===== config.mk =====
export PLATFORM = sky130hd
export DESIGN_NAME = seg_scan_decoder
export DESIGN_NICKNAME = d
export VERILOG_FILES = /design/src/rtl/seg_pkg.sv /design/src/rtl/seg7_to_hex.sv /design/src/rtl/seg_scan_decoder.sv
export SDC_FILE = /design/constraint.sdc
export NUM_CORES = 1
export LEC_CHECK = 0
export BUFFER_PORTS_ARGS = -buffer_cell sky130_fd_sc_hd__buf_2
export CAP_MARGIN = 20
export CORE_MARGIN = 5
export CORE_UTILIZATION = 54
export CTS_CLUSTER_DIAMETER = 100
export CTS_CLUSTER_SIZE = 14
export DETAILED_ROUTE_END_ITERATION = 10
export PLACE_DENSITY_LB_ADDON = 0.15
export SLEW_MARGIN = 20
export SYNTH_ARGS = -nofsm -noshare
export SYNTH_HDL_FRONTEND = slang
export SYNTH_SLANG_ARGS = --single-unit

===== constraint.sdc =====
create_clock -name clk -period 5 [get_ports clk]
set_input_delay 0.25 -clock clk [delete_from_list [all_inputs] [get_ports clk]]
set_output_delay 0.25 -clock clk [all_outputs]
set_load 0.02 [all_outputs]

===== src/rtl/seg_pkg.sv =====
// Shared definitions for the seven-segment scan decoder: segment bit positions,
// the hex glyph table (gfedcba, active-low) and scan FSM states.
package seg_pkg;

  localparam int SEG_A  = 0;
  localparam int SEG_B  = 1;
  localparam int SEG_C  = 2;
  localparam int SEG_D  = 3;
  localparam int SEG_E  = 4;
  localparam int SEG_F  = 5;
  localparam int SEG_G  = 6;
  localparam int SEG_DP = 7;

  // Entry k is the active-low glyph for hex digit k.
  localparam logic [15:0][6:0] SEG_TABLE = {
    7'h0E, 7'h06, 7'h21, 7'h46, 7'h03, 7'h08, 7'h10, 7'h00,
    7'h78, 7'h02, 7'h12, 7'h19, 7'h30, 7'h24, 7'h79, 7'h40
  };

  typedef enum logic [1:0] {
    ST_IDLE   = 2'd0,
    ST_SETTLE = 2'd1,
    ST_HOLD   = 2'd2
  } scan_state_e;

  function automatic logic anode_legal(input logic [3:0] a);
    return (a == 4'b1110) || (a == 4'b1101) || (a == 4'b1011) || (a == 4'b0111);
  endfunction

  function automatic logic [1:0] anode_idx(input logic [3:0] a);
    logic [1:0] idx;
    idx = 2'd0;
    case (a)
      4'b1101: idx = 2'd1;
      4'b1011: idx = 2'd2;
      4'b0111: idx = 2'd3;
      default: idx = 2'd0;
    endcase
    return idx;
  endfunction

endpackage


===== src/rtl/seg7_to_hex.sv =====
// Combinational glyph decoder: active-low gfedcba pattern -> {valid, hex nibble}.
// Patterns outside the table report valid=0 with nibble 0.
module seg7_to_hex
  import seg_pkg::*;
(
  input  logic [6:0] i_pat,
  output logic       o_valid,
  output logic [3:0] o_nib
);

  always_comb begin
    o_valid = 1'b0;
    o_nib   = 4'h0;
    for (int k = 0; k < 16; k++) begin
      if (i_pat == SEG_TABLE[k]) begin
        o_valid = 1'b1;
        o_nib   = 4'(k);
      end
    end
  end

endmodule


===== src/rtl/seg_scan_decoder.sv =====
// Rebuilds four hex digits from a scanned, active-low seg/anode display bus.
// Optional decimal-point capture is enabled by defining SEG_DP_CAPTURE_EN.
module seg_scan_decoder
  import seg_pkg::*;
#(
  parameter int SETTLE_CYCLES  = 4,
  parameter int TIMEOUT_CYCLES = 1000000
) (
  input  logic        clk,
  input  logic        rst,
  input  logic [7:0]  seg_in,
  input  logic [3:0]  anode_in,
  output logic [15:0] digits_out,
  output logic        frame_valid,
  output logic        frame_err,
  output logic        stall,
  output logic [3:0]  dp_out
);

  localparam int CNT_W = $clog2(TIMEOUT_CYCLES + 1);
  localparam logic [CNT_W-1:0] SETTLE_C  = CNT_W'(SETTLE_CYCLES);
  localparam logic [CNT_W-1:0] TIMEOUT_C = CNT_W'(TIMEOUT_CYCLES);

  logic [3:0]       r_anode_q, r_anode_d;
  logic [6:0]       r_seg_q;
  scan_state_e      r_state;
  logic [CNT_W-1:0] r_cnt;
  logic [3:0][3:0]  r_slot;
  logic [3:0]       r_mask;
  logic             r_acc;
  logic [15:0]      r_digits;
  logic             r_fv, r_ferr, r_stall;

  scan_state_e      w_state_nxt;
  logic [CNT_W-1:0] w_cnt_nxt, w_cnt_inc;
  logic             w_changed, w_legal, w_sample, w_to_hit, w_frame;
  logic [1:0]       w_idx;
  logic             w_dec_valid;
  logic [3:0]       w_dec_nib;

  assign w_changed = (r_anode_q != r_anode_d);
  assign w_legal   = anode_legal(r_anode_q);
  assign w_idx     = anode_idx(r_anode_q);
  assign w_frame   = (r_mask == 4'hF);
  assign w_cnt_inc = (r_cnt == TIMEOUT_C) ? r_cnt : r_cnt + CNT_W'(1);

  seg7_to_hex u_dec (
    .i_pat   (r_seg_q),
    .o_valid (w_dec_valid),
    .o_nib   (w_dec_nib)
  );

  // The counter measures cycles since the last anode change; SETTLE reuses it
  // for settling, HOLD/IDLE let it run on toward the stall threshold.
  always_comb begin
    w_state_nxt = r_state;
    w_cnt_nxt   = w_cnt_inc;
    w_sample    = 1'b0;
    if (w_changed) begin
      w_cnt_nxt   = CNT_W'(1);
      w_state_nxt = w_legal ? ST_SETTLE : ST_IDLE;
    end else begin
      case (r_state)
        ST_IDLE: begin
          if (w_legal) begin
            w_cnt_nxt   = CNT_W'(1);
            w_state_nxt = ST_SETTLE;
          end
        end
        ST_SETTLE: begin
          if (r_cnt >= SETTLE_C) begin
            w_sample    = 1'b1;
            w_state_nxt = ST_HOLD;
          end
        end
        default: ;
      endcase
    end
  end

  assign w_to_hit = (w_cnt_nxt == TIMEOUT_C) && (r_cnt != TIMEOUT_C);

  always_ff @(posedge clk or posedge rst) begin
    if (rst) begin
      r_anode_q <= 4'hF;
      r_anode_d <= 4'hF;
      r_seg_q   <= 7'h7F;
      r_state   <= ST_IDLE;
      r_cnt     <= '0;
    end else begin
      r_anode_q <= anode_in;
      r_anode_d <= r_anode_q;
      r_seg_q   <= seg_in[SEG_G:SEG_A];
      r_state   <= w_state_nxt;
      r_cnt     <= w_cnt_nxt;
    end
  end

  always_ff @(posedge clk or posedge rst) begin
    if (rst) begin
      r_slot   <= '0;
      r_mask   <= '0;
      r_acc    <= 1'b0;
      r_digits <= '0;
      r_fv     <= 1'b0;
      r_ferr   <= 1'b0;
      r_stall  <= 1'b0;
    end else begin
      r_fv <= 1'b0;
      if (w_changed)     r_stall <= 1'b0;
      else if (w_to_hit) r_stall <= 1'b1;

      if (w_frame) begin
        r_digits <= r_slot;
        r_ferr   <= r_acc;
        r_fv     <= 1'b1;
        r_mask   <= '0;
        r_acc    <= 1'b0;
      end else if (w_to_hit) begin
        r_mask <= '0;
        r_acc  <= 1'b0;
      end

      // Sample last so a capture is never lost to a same-cycle clear.
      if (w_sample) begin
        r_slot[w_idx] <= w_dec_valid ? w_dec_nib : 4'h0;
        r_mask[w_idx] <= 1'b1;
        if (!w_dec_valid) r_acc <= 1'b1;
      end
    end
  end

`ifdef SEG_DP_CAPTURE_EN
  logic       r_seg_dp;
  logic [3:0] r_dp_slot, r_dp_out;

  always_ff @(posedge clk or posedge rst) begin
    if (rst) begin
      r_seg_dp  <= 1'b1;
      r_dp_slot <= '0;
      r_dp_out  <= '0;
    end else begin
      r_seg_dp <= seg_in[SEG_DP];
      if (w_frame)  r_dp_out <= r_dp_slot;
      if (w_sample) r_dp_slot[w_idx] <= ~r_seg_dp;
    end
  end

  assign dp_out = r_dp_out;
`else
  logic w_unused_dp;
  assign w_unused_dp = seg_in[SEG_DP];
  assign dp_out      = 4'b0000;
`endif

  assign digits_out  = r_digits;
  assign frame_valid = r_fv;
  assign frame_err   = r_ferr;
  assign stall       = r_stall;

endmodule

==> flow_summary.json <==
{
  "clockBufferDepth": 2,
  "synth_area_per_cell_um2": 9.77,
  "dp_hpwl_um": 4860,
  "drt_wl_total_um": 7270,
  "grt_pass1_wl_um": 12800,
  "max_slew_margin_pct": 38.2,
  "grt_max_degree": 78,
  "final_common_cell": "nand2_1",
  "grt_pass1_vias": 2759,
  "overflow": 0,
  "synth_seq_cells": 77,
  "hold_path.class": "input port to asynchronous set/reset pin",
  "async_flop_share_pct": 100,
  "gp_congestion": 0.851,
  "finalMaxSlewViolations": 0,
  "worstPathRequired_ns": 5.24,
  "dieHeight_um": 93.5,
  "post-route-period-util_pct": 59.3,
  "grt_setup_unrepaired": "no",
  "critPathSlowestCell": "a2111oi_0",
  "dp_cells": 493,
  "tritoncts": "done",
  "final_nets": 435,
  "grt.total_usage_pct": 18.3,
  "wl_per_cell_um": 14.0,
  "setup_viol": 0,
  "crit_fanout": 6,
  "drc_errors": 0,
  "fmax_ghz": 0.337,
  "leakage_uw": 0.00196,
  "syn_inst": 385,
  "tightest_slew_ns": 0.927,
  "clock-root-buffer": "clkbuf_8",
  "synthTopCellsByArea": "dfrtp_1 41%, dfstp_2 10%, nand2_1 8.1%, mux2_2 5.4%, nor2_1 3.8%",
  "hold_violations": 0,
  "critPathArrivalTime_ns": 3.20,
  "clk_latency_ns": 0.35,
  "dieArea_mm2": 0.00874,
  "coreArea_mm2": 0.00679,
  "irDropWorstVdd_mv": 0.195,
  "cap_violations": 0,
  "cts_buffers": 9,
  "critPathKind": "register to register",
  "syn-cell-area_mm2": 0.00376,
  "syn_to_final_growth_pct": 13.5,
  "end_kind": "register",
  "yosysSeqAreaShare_pct": 51.7,
  "fin_worst_skew_ns": 0.00987,
  "diodes": 0,
  "ys_warn_count": 0,
  "fillCellCount": 567,
  "antenna_left": 0,
  "cts_max_level": 3,
  "synth_edf_count": 0,
  "postCtsSetupRepairBufs": 0,
  "drtIter0Drc": 169,
  "cp_slowest_stage_delay_ns": 0.50,
  "cts.sinks": 77,
  "cp-endpoint": "r_acc$_DFF_PP0_",
  "finalSetupTns_ns": 0,
  "antenna_found_initial": 0,
  "cts_resized": 0,
  "synth_top_cell_by_area": "dfrtp_1",
  "path_cells": "ha_1 -> nand2_1 -> nor3_1 -> mux2_2 -> o22a_1 -> a2111oi_0 -> and4b_4 -> o21ai_0",
  "rows": 30,
  "final_cell_mix": "81 x nand2_1, 62 x dfrtp_1, 38 x nor2_1",
  "vias": 2778,
  "ff2ff_path_depth": 8,
  "drive_above_1_share_pct": 22.9,
  "timing.rr.start": "r_cnt[1]$_DFF_PP0_",
  "synth-main-ff-cell": "dfrtp_1",
  "dr.pass1.iters": 4,
  "start_kind": "register",
  "setup.worst_path.start": "r_cnt[1]$_DFF_PP0_",
  "synth_top_cell_area_share_pct": 41.2,
  "reg2reg_to": "r_acc$_DFF_PP0_",
  "avgViaCountPerCell": 5.34,
  "powerDensity_mw_per_mm2": 281,
  "status": "completed",
  "rrSetupSlack_ns": 2.04,
  "io-pin-count": 37,
  "start_util_pct": 55.4,
  "die_x_um": 93.5,
  "fin_cells": 520,
  "post-route-min-period_ns": 2.96,
  "synth.distinct_cells": 57,
  "port-buffer-count": 31,
  "clkSlewWorstSetupHoldPaths_ns": 0.08
}
[worst min path at each step]
| stage | endpoint | slack, ns | depth (start not counted) |
|---|---|---|---|
| after floorplan | r_anode_q[0]$_DFF_PP1_ | 0.25 | 0 |
| after global placement | r_anode_q[2]$_DFF_PP1_ | 0.35 | 1 |
| after detailed placement | r_anode_q[0]$_DFF_PP1_ | 0.36 | 1 |
| after CTS | digits_out[15]$_DFFE_PP0P_ | 0.22 | 3 |
| after global routing | digits_out[11]$_DFFE_PP0P_ | 0.29 | 3 |
| final | r_cnt[14]$_DFF_PP0_ | 0.19 | 3 |
[per-layer routing]
layer	vias up	part of all wire, %	wire length [um]	track usage, %
li1	1366	-	-	-
met3	7	5.1	370	4.67
met5	-	0	0	0
met1	1339	47	3450	25.7
met2	66	47	3390	28.1
met4	0	0.95	69	5.01
[worst max-delay path, delay by kind of cell (launching register included)]
family                   cells  cell delay, ns
flip-flops                   1            0.43
AND/OR/NAND/NOR              3            1.00
multiplexers                 1            0.40
AO/OA/AOI/OAI                3            0.77
adder cells (fa/ha/maj)      1            0.25
[where the power goes]
group	leakage [uW]	total, uW	internal (uW)	switching, uW
Combinational	0.000834	59.0	23.8	35.1
Clock	0.000107	490	239	251
Sequential	0.00102	652	636	16.2
[flip-flops by register name, summed over array words and instances (netlist names), 2 cells and up]
signal and count:
digits_out 16, r_seg_q 7, r_state 2, r_anode_d 4
r_mask 4, r_cnt 20, r_anode_q 4, r_slot 16
[final cells by class]
type                       count  area, um^2  share of cell area, %
multi-input combinational    280        1690                   39.5
tap                           96         120                   2.81
inverter                       6        22.5                  0.528
clock buffer                   9         124                   2.90
sequential                    77        1950                   45.6
clock inverter                 7        81.3                   1.91
timing repair buffer          45         288                   6.74
[Yosys cell counts (all sizes together) (3+ instances only)]
cell	instances
a21oi	9
and3	4
buf	9
clkbuf	16
dfrtp	62
dfstp	15
inv	5
mux2	18
nand2	81
nand2b	6
nand3	11
nand3b	3
nand4	6
nor2	38
nor2b	4
nor3	16
nor4	5
o21ai	10
o21bai	4
o22ai	3
or3	3
xnor2	13
xor2	13
[kinds of logic (layout without fill, tap and decap cells)]
| family | after synthesis | after routing | synth area share (%) |
|---|---|---|---|
| adder cells (fa/ha/maj) | 2 | 2 | 0.665 |
| flip-flops | 77 | 77 | 51.7 |
| AND/OR/NAND/NOR | 189 | 189 | 25.2 |
| multiplexers | 19 | 19 | 5.65 |
| XOR/XNOR | 26 | 26 | 6.05 |
| other | 1 | 4 | 0.0997 |
| AO/OA/AOI/OAI | 40 | 40 | 6.78 |
| buffers and inverters | 31 | 67 | 3.86 |
[repair_timing]
item,in CTS,in global routing
hold endpoints to repair,11,0
endpoints found under the setup margin,0,0
hold buffers,11,0
[metrics by stage]
stage / utilization [%] / cell area [um^2] / total power (uW) / hold slack (ns) / worst slack, ns
after floorplan: - / 3770 / 701 / 0.254 / 2.51
after global placement: 58.2 / 3950 / 714 / 0.355 / 2.11
after detailed placement: 58.2 / 3950 / 717 / 0.356 / 2.06
after CTS: 62.8 / 4270 / 1210 / 0.216 / 2.04
after global routing: 62.8 / 4270 / 1260 / 0.287 / 1.85
final: 62.8 / 4270 / 1200 / 0.190 / 2.04
Power figures use the tool's default switching activity.
